**src/rtl/bus_timer_if.sv**
```systemverilog
// Bus interface of the memory-mapped timer: word address, write strobe,
// write data and combinational read data.
//
// Handshake: there is no valid/ready pair. A write happens on every rising
// edge where WE=1, using Addr and Din as they stand at that edge. Reads have
// no strobe: Dout always shows the register selected by Addr[3:2] and
// reading it changes nothing.
interface bus_timer_if;
  logic [31:0] Addr;
  logic        WE;
  logic [31:0] Din;
  logic [31:0] Dout;

  modport master (output Addr, output WE, output Din, input Dout);
  modport slave  (input Addr, input WE, input Din, output Dout);
endinterface

```
**src/rtl/bus_timer.sv**
```systemverilog
// Countdown timer with CTRL / PRESET / COUNT registers and a level IRQ.
// Supports one-shot (MODE=00, MODE=1x) and auto-reload (MODE=01) operation.
// A write cycle freezes the FSM, COUNT and the irq flag for that edge.
module bus_timer (
  input  logic              clk,
  input  logic              reset,
  bus_timer_if.slave        bus,
  output logic              IRQ,
  output logic [1:0]        o_dbg_state
);

  typedef enum logic [1:0] {
    S_IDLE = 2'd0,
    S_LOAD = 2'd1,
    S_CNT  = 2'd2,
    S_INT  = 2'd3
  } state_t;

  state_t      r_state;
  logic [3:0]  r_ctrl;
  logic [31:0] r_preset;
  logic [31:0] r_count;
  logic        r_irq;
  logic        r_irq_out;

  logic        w_en;
  logic [1:0]  w_mode;
  logic        w_auto;
  logic        w_wr_ctrl;
  logic        w_wr_preset;
  logic        w_irq_nxt;
  logic        w_im_nxt;
  logic        w_unused_addr;

  assign w_en          = r_ctrl[0];
  assign w_mode        = r_ctrl[2:1];
  assign w_auto        = (w_mode == 2'b01);
  assign w_wr_ctrl     = bus.WE && (bus.Addr[3:2] == 2'd0);
  assign w_wr_preset   = bus.WE && (bus.Addr[3:2] == 2'd1);
  // Only Addr[3:2] is decoded; the bridge has already selected the window.
  assign w_unused_addr = ^{bus.Addr[31:4], bus.Addr[1:0]};

  // Next value of the irq flag and of IM, so the registered IRQ can follow
  // both in the same edge (masking takes effect right after the write).
  always_comb begin
    w_irq_nxt = r_irq;
    w_im_nxt  = r_ctrl[3];
    if (bus.WE) begin
      if (w_wr_ctrl) w_im_nxt = bus.Din[3];
    end else begin
      case (r_state)
        S_IDLE:  if (w_en) w_irq_nxt = 1'b0;
        S_CNT:   if (w_en && (r_count <= 32'd1)) w_irq_nxt = 1'b1;
        S_INT:   if (w_auto) w_irq_nxt = 1'b0;
        default: w_irq_nxt = r_irq;
      endcase
    end
  end

  // irq flag and the masked, registered interrupt output.
  always_ff @(posedge clk) begin
    if (reset) begin
      r_irq     <= 1'b0;
      r_irq_out <= 1'b0;
    end else begin
      r_irq     <= w_irq_nxt;
      r_irq_out <= w_irq_nxt & w_im_nxt;
    end
  end

  // Register writes (priority) and the timer FSM with COUNT.
  always_ff @(posedge clk) begin
    if (reset) begin
      r_state  <= S_IDLE;
      r_ctrl   <= 4'd0;
      r_preset <= 32'd0;
      r_count  <= 32'd0;
    end else if (bus.WE) begin
      if (w_wr_ctrl)   r_ctrl   <= bus.Din[3:0];
      if (w_wr_preset) r_preset <= bus.Din;
    end else begin
      case (r_state)
        S_IDLE: begin
          if (w_en) r_state <= S_LOAD;
        end
        S_LOAD: begin
          r_count <= r_preset;
          r_state <= S_CNT;
        end
        S_CNT: begin
          if (!w_en) begin
            r_state <= S_IDLE;
          end else if (r_count > 32'd1) begin
            r_count <= r_count - 32'd1;
          end else begin
            // PRESET of 0 lands here just like 1.
            r_count <= 32'd0;
            r_state <= S_INT;
          end
        end
        S_INT: begin
          // One-shot stops itself; auto-reload just drops irq and restarts.
          if (!w_auto) r_ctrl[0] <= 1'b0;
          r_state <= S_IDLE;
        end
        default: r_state <= S_IDLE;
      endcase
    end
  end

  // Combinational read mux, no side effects.
  always_comb begin
    case (bus.Addr[3:2])
      2'd0:    bus.Dout = {28'd0, r_ctrl};
      2'd1:    bus.Dout = r_preset;
      2'd2:    bus.Dout = r_count;
      default: bus.Dout = 32'd0;
    endcase
  end

  assign IRQ         = r_irq_out;
  assign o_dbg_state = r_state;

endmodule

```
**src/flat_wrapper.sv**
```systemverilog
// flat-port wrapper written by rule: the top's interface ports become plain ports
module bus_timer_flat 
  (clk, reset, IRQ, o_dbg_state, bus_Addr, bus_WE, bus_Din, bus_Dout);
  bus_timer_if bus_i ();
  input  logic clk;
  input  logic reset;
  output logic IRQ;
  output logic [1:0] o_dbg_state;
  input wire logic [$bits(bus_i.Addr)-1:0] bus_Addr;
  input wire logic [$bits(bus_i.WE)-1:0] bus_WE;
  input wire logic [$bits(bus_i.Din)-1:0] bus_Din;
  output wire logic [$bits(bus_i.Dout)-1:0] bus_Dout;
  assign bus_i.Addr = bus_Addr;
  assign bus_i.WE = bus_WE;
  assign bus_i.Din = bus_Din;
  assign bus_Dout = bus_i.Dout;
  bus_timer u_core (.clk(clk), .reset(reset), .bus(bus_i), .IRQ(IRQ), .o_dbg_state(o_dbg_state));
endmodule
```
**config.mk**
```make
export PLATFORM = sky130hd
export DESIGN_NAME = bus_timer_flat
export DESIGN_NICKNAME = d
export VERILOG_FILES = /design/src/rtl/bus_timer_if.sv /design/src/rtl/bus_timer.sv /design/src/flat_wrapper.sv
export SDC_FILE = /design/constraint.sdc
export NUM_CORES = 1
export LEC_CHECK = 0
export BUFFER_PORTS_ARGS = -buffer_cell sky130_fd_sc_hd__buf_2
export CORE_ASPECT_RATIO = 1.25
export CORE_MARGIN = 3
export CORE_UTILIZATION = 35
export CTS_CLUSTER_DIAMETER = 40
export DETAILED_ROUTE_END_ITERATION = 8
export PLACE_DENSITY_LB_ADDON = 0.08
export SYNTH_ARGS = -nofsm -noshare
export SYNTH_HDL_FRONTEND = slang
export SYNTH_SLANG_ARGS = --single-unit
export TNS_END_PERCENT = 50
```
**constraint.sdc**
```tcl
create_clock -name clk -period 3.8 [get_ports clk]
set_input_delay 0.19 -clock clk [delete_from_list [all_inputs] [get_ports clk]]
set_output_delay 0.19 -clock clk [all_outputs]
set_load 0.01 [all_outputs]
```
==> out/metrics.cfg <==
[setup_path]
worst-setup-path-type=reg2reg
crit_path_start=u_core.r_count[4]$_SDFFE_PP0P_
reg2reg_slack_ns=1.17
setup.worst_path.start_class=flip-flop
r2r-end=u_core.r_count[31]$_SDFFE_PP0P_
cp_slowest_cell=or4_1
worst_r2r_path_depth=6
slowest_delay_ns=0.70
crit_end=u_core.r_count[31]$_SDFFE_PP0P_
crit_fanout=30
crit_chain=or4_1 -> nor4_1 -> nand4_1 -> buf_4 -> nand2_1 -> a221oi_1
end_kind=flip-flop
r2r_start=u_core.r_count[4]$_SDFFE_PP0P_
cp_data_arrival_time_ns=2.80
required_ns=3.97

[grt]
grt_usage=0.2110
grt_max_degree=41
grt_pass1_vias=4022
grt_pass1_wl_um=21890
grt_antenna_before_repair=0
overflow=0

[placed_design]
placed_area_mm2=0.004589
dp_slack_ns=1.250
placed_cells=732
routabilityCongestion=0.8704
io_buffers=71
dpl.hpwl_um=9341

[route]
drc=0
wl_met3_um=1062
detail-route-antenna-nets=0
wire_per_inst_um=18.60
drt-pass1-iter-count=7
routed_wirelength_um=13920
num_vias=4380
met2WireLength_um=6411
vias_per_cell=5.856
wl_met1_um=6305
top_layer=met4
drt_iter0_drc=353

[sta]
finalCritPeriodShare=0.6909
tns_ns=0
worst_slack_ns=1.175
post-route-min-period_ns=2.625
relSlewSlack=0.2590
hold_viol=0
setup_viol=0
skew_ns=0.004473
drv_slew=0
tightest_slew_ns=1.109
clock.fmax_mhz=380.9
rsz0062_at_grt=false

[pwr]
clkPwrFrac=0.521
p_int_mw=1.457
combPwrFrac=0.068
switchingPower_uw=444.2
switching_share=0.2336
pwr-share-seq=0.411
vdd_ir_drop_max_uv=228.5
power.static_leakage_nw=1.970
power_density_mw_per_mm2=385.2

[outcome]
outcome=complete, no violations

[clock_tree]
cts_made_buffers=9
clk_pin_slew_worst_paths_ns=0.06
cts-resized-gates=0
cts_root_buffer=clkbuf_16
clockBufferDepth=2
cts_tree=yes
postCtsSetupBuffers=0
clock_latency_ns=0.33
cts.sinks=72
htreeDepth=3
cts_hold_buffers=0

[synth]
synth_seq_cells=72
syn-instance-count=543
ys_seq_area_frac=0.3477
yosysUniqueCellTypes=65
synth_nets=612
ys.flop_type=dfxtp_1
async_reset_ff_frac=0
ys_warn_count=0
synth-edff-count=0
syn_avg_cell_area_um2=7.634
synth_area_mm2=0.004145

[floorplan]
dieWidth_um=103.3
rows=43
die_h_um=127.7
coreArea_mm2=0.01135
dieArea_mm2=0.01319
io_pins=102
start_util=0.3651

[flow_run]
drv_cap=0

[min_path]
hold_class=in2reg

[layout]
fin_cells=748
antenna_cells=0
num-nets-final=655
area_growth_pct=19.05
fin_area_mm2=0.004935
drive_gt1_frac=0.2030
fillCellCount=1180

[how the worst min path moves through the flow]
stage	from	endpoint	slack, ns	cells past startpoint
2_1_floorplan	bus_Din[12]	u_core.r_preset[12]$_SDFFE_PP0P_	0.33	2
3_3_place_gp	bus_Din[7]	u_core.r_preset[7]$_SDFFE_PP0P_	0.43	3
3_5_place_dp	bus_Din[12]	u_core.r_preset[12]$_SDFFE_PP0P_	0.44	3
4_1_cts	bus_Din[12]	u_core.r_preset[12]$_SDFFE_PP0P_	0.09	3
5_1_grt	bus_Din[24]	u_core.r_preset[24]$_SDFFE_PP0P_	0.09	3
6_report	bus_Din[24]	u_core.r_preset[24]$_SDFFE_PP0P_	0.09	3
[power by group through the flow]
stage	clock network, mW	logic, mW	registers (mW)
floorplan	0	0.0818	0.792
global placement	0	0.127	0.799
detailed placement	0	0.128	0.799
CTS	1.01	0.129	0.782
global route	1.03	0.142	0.784
finish	0.990	0.129	0.782
[stage by stage]
stage	total power, mW	hold slack [ns]	util
floorplan	0.8741	0.3260	-
global placement	0.9254	0.4324	0.4043
detailed placement	0.9271	0.4388	0.4043
CTS	1.918	0.08509	0.4347
global route	1.958	0.09089	0.4347
finish	1.901	0.09018	0.4347
[cell families (layout without fill, tap and decap cells)]
| group | Yosys count | after routing | share of synthesized area |
|---|---|---|---|
| DFF | 72 | 72 | 0.3477 |
| adders and majority gates | 2 | 2 | 0.006036 |
| xor gates and xnor gates | 1 | 1 | 0.002113 |
| buffers and inverters | 60 | 108 | 0.05856 |
| AOI/OAI and AO/OA | 168 | 168 | 0.2777 |
| muxes | 7 | 7 | 0.01690 |
| and+or+nand+nor | 233 | 233 | 0.2910 |
[cell usage in the layout, fill, tap and decap left out, types with 9 or more instances in the layout]
master / netlist / routed
nand2_1: 96 / 96
dfxtp_1: 72 / 72
buf_2: 8 / 71
a21oi_1: 52 / 52
a22o_1: 27 / 27
a31oi_1: 26 / 26
nand3_1: 25 / 25
nor2_1: 24 / 23
nor3_1: 15 / 15
o21ai_0: 13 / 13
buf_4: 2 / 11
inv_1: 10 / 10
nand4_1: 9 / 9
clkbuf_16: 0 / 9
[routing by layer]
metal,vias to the layer above,track usage
met2,146,0.3228
met3,11,0.04682
met4,0,0.05030
met5,-,0
met1,2099,0.3010
li1,2124,-
[flip-flops by register name, indices dropped and copies added (netlist names)]
| name | flops |
|---|---|
| u_core.r_ctrl | 4 |
| u_core.r_count | 32 |
| u_core.r_preset | 32 |
| u_core.o_dbg_state | 2 |
| u_core.r_irq | 1 |
| u_core.IRQ | 1 |
[cell usage after synthesis, types with 2 or more instances]
cell type | instances | area [µm²]
nand2_1 | 96 | 360.4
dfxtp_1 | 72 | 1441
a21oi_1 | 52 | 260.3
clkbuf_1 | 39 | 146.4
a22o_1 | 27 | 236.5
a31oi_1 | 26 | 162.7
nand3_1 | 25 | 125.1
nor2_1 | 24 | 90.09
nor3_1 | 15 | 75.07
o21ai_0 | 13 | 65.06
inv_1 | 10 | 37.54
nand4_1 | 9 | 56.30
and3_1 | 8 | 50.05
buf_2 | 8 | 40.04
mux2i_1 | 7 | 70.07
nor4_1 | 7 | 43.79
or4_1 | 7 | 52.55
o32ai_1 | 6 | 52.55
or3_1 | 6 | 37.54
a221oi_1 | 5 | 43.79
nor2b_1 | 5 | 31.28
o211ai_1 | 5 | 37.54
a22oi_1 | 4 | 30.03
a32oi_1 | 4 | 35.03
and2_1 | 4 | 25.02
nand2b_1 | 4 | 25.02
a41oi_1 | 3 | 26.28
nand3b_1 | 3 | 22.52
buf_4 | 2 | 15.01
ha_1 | 2 | 25.02
nor3b_1 | 2 | 15.01
nor4_4 | 2 | 42.54
o22ai_1 | 2 | 12.51
o31a_1 | 2 | 17.52
o31ai_1 | 2 | 15.01
o41ai_1 | 2 | 17.52
or2_2 | 2 | 12.51
or3b_2 | 2 | 17.52
or4_2 | 2 | 17.52
or4_4 | 2 | 22.52
[critical path: cells and delay by family (launching register included)]
kind	cells	cell delay, ns
AND/OR/NAND/NOR	4	1.60
flip-flops	1	0.39
buffers and inverters	1	0.35
AO/OA/AOI/OAI	1	0.10
[area by class of cell]
| class | count | area, µm² | area share |
|---|---|---|---|
| Multi-Input combinational cell | 411 | 2476 | 0.5018 |
| Sequential cell | 72 | 1441 | 0.2921 |
| Timing Repair Buffer | 82 | 437.9 | 0.08874 |
| Clock buffer | 9 | 225.2 | 0.04564 |
| Tap cell | 157 | 196.4 | 0.03981 |
| Clock inverter | 7 | 120.1 | 0.02434 |
| Inverter | 10 | 37.54 | 0.007606 |
(Power assumes the default switching activity.)
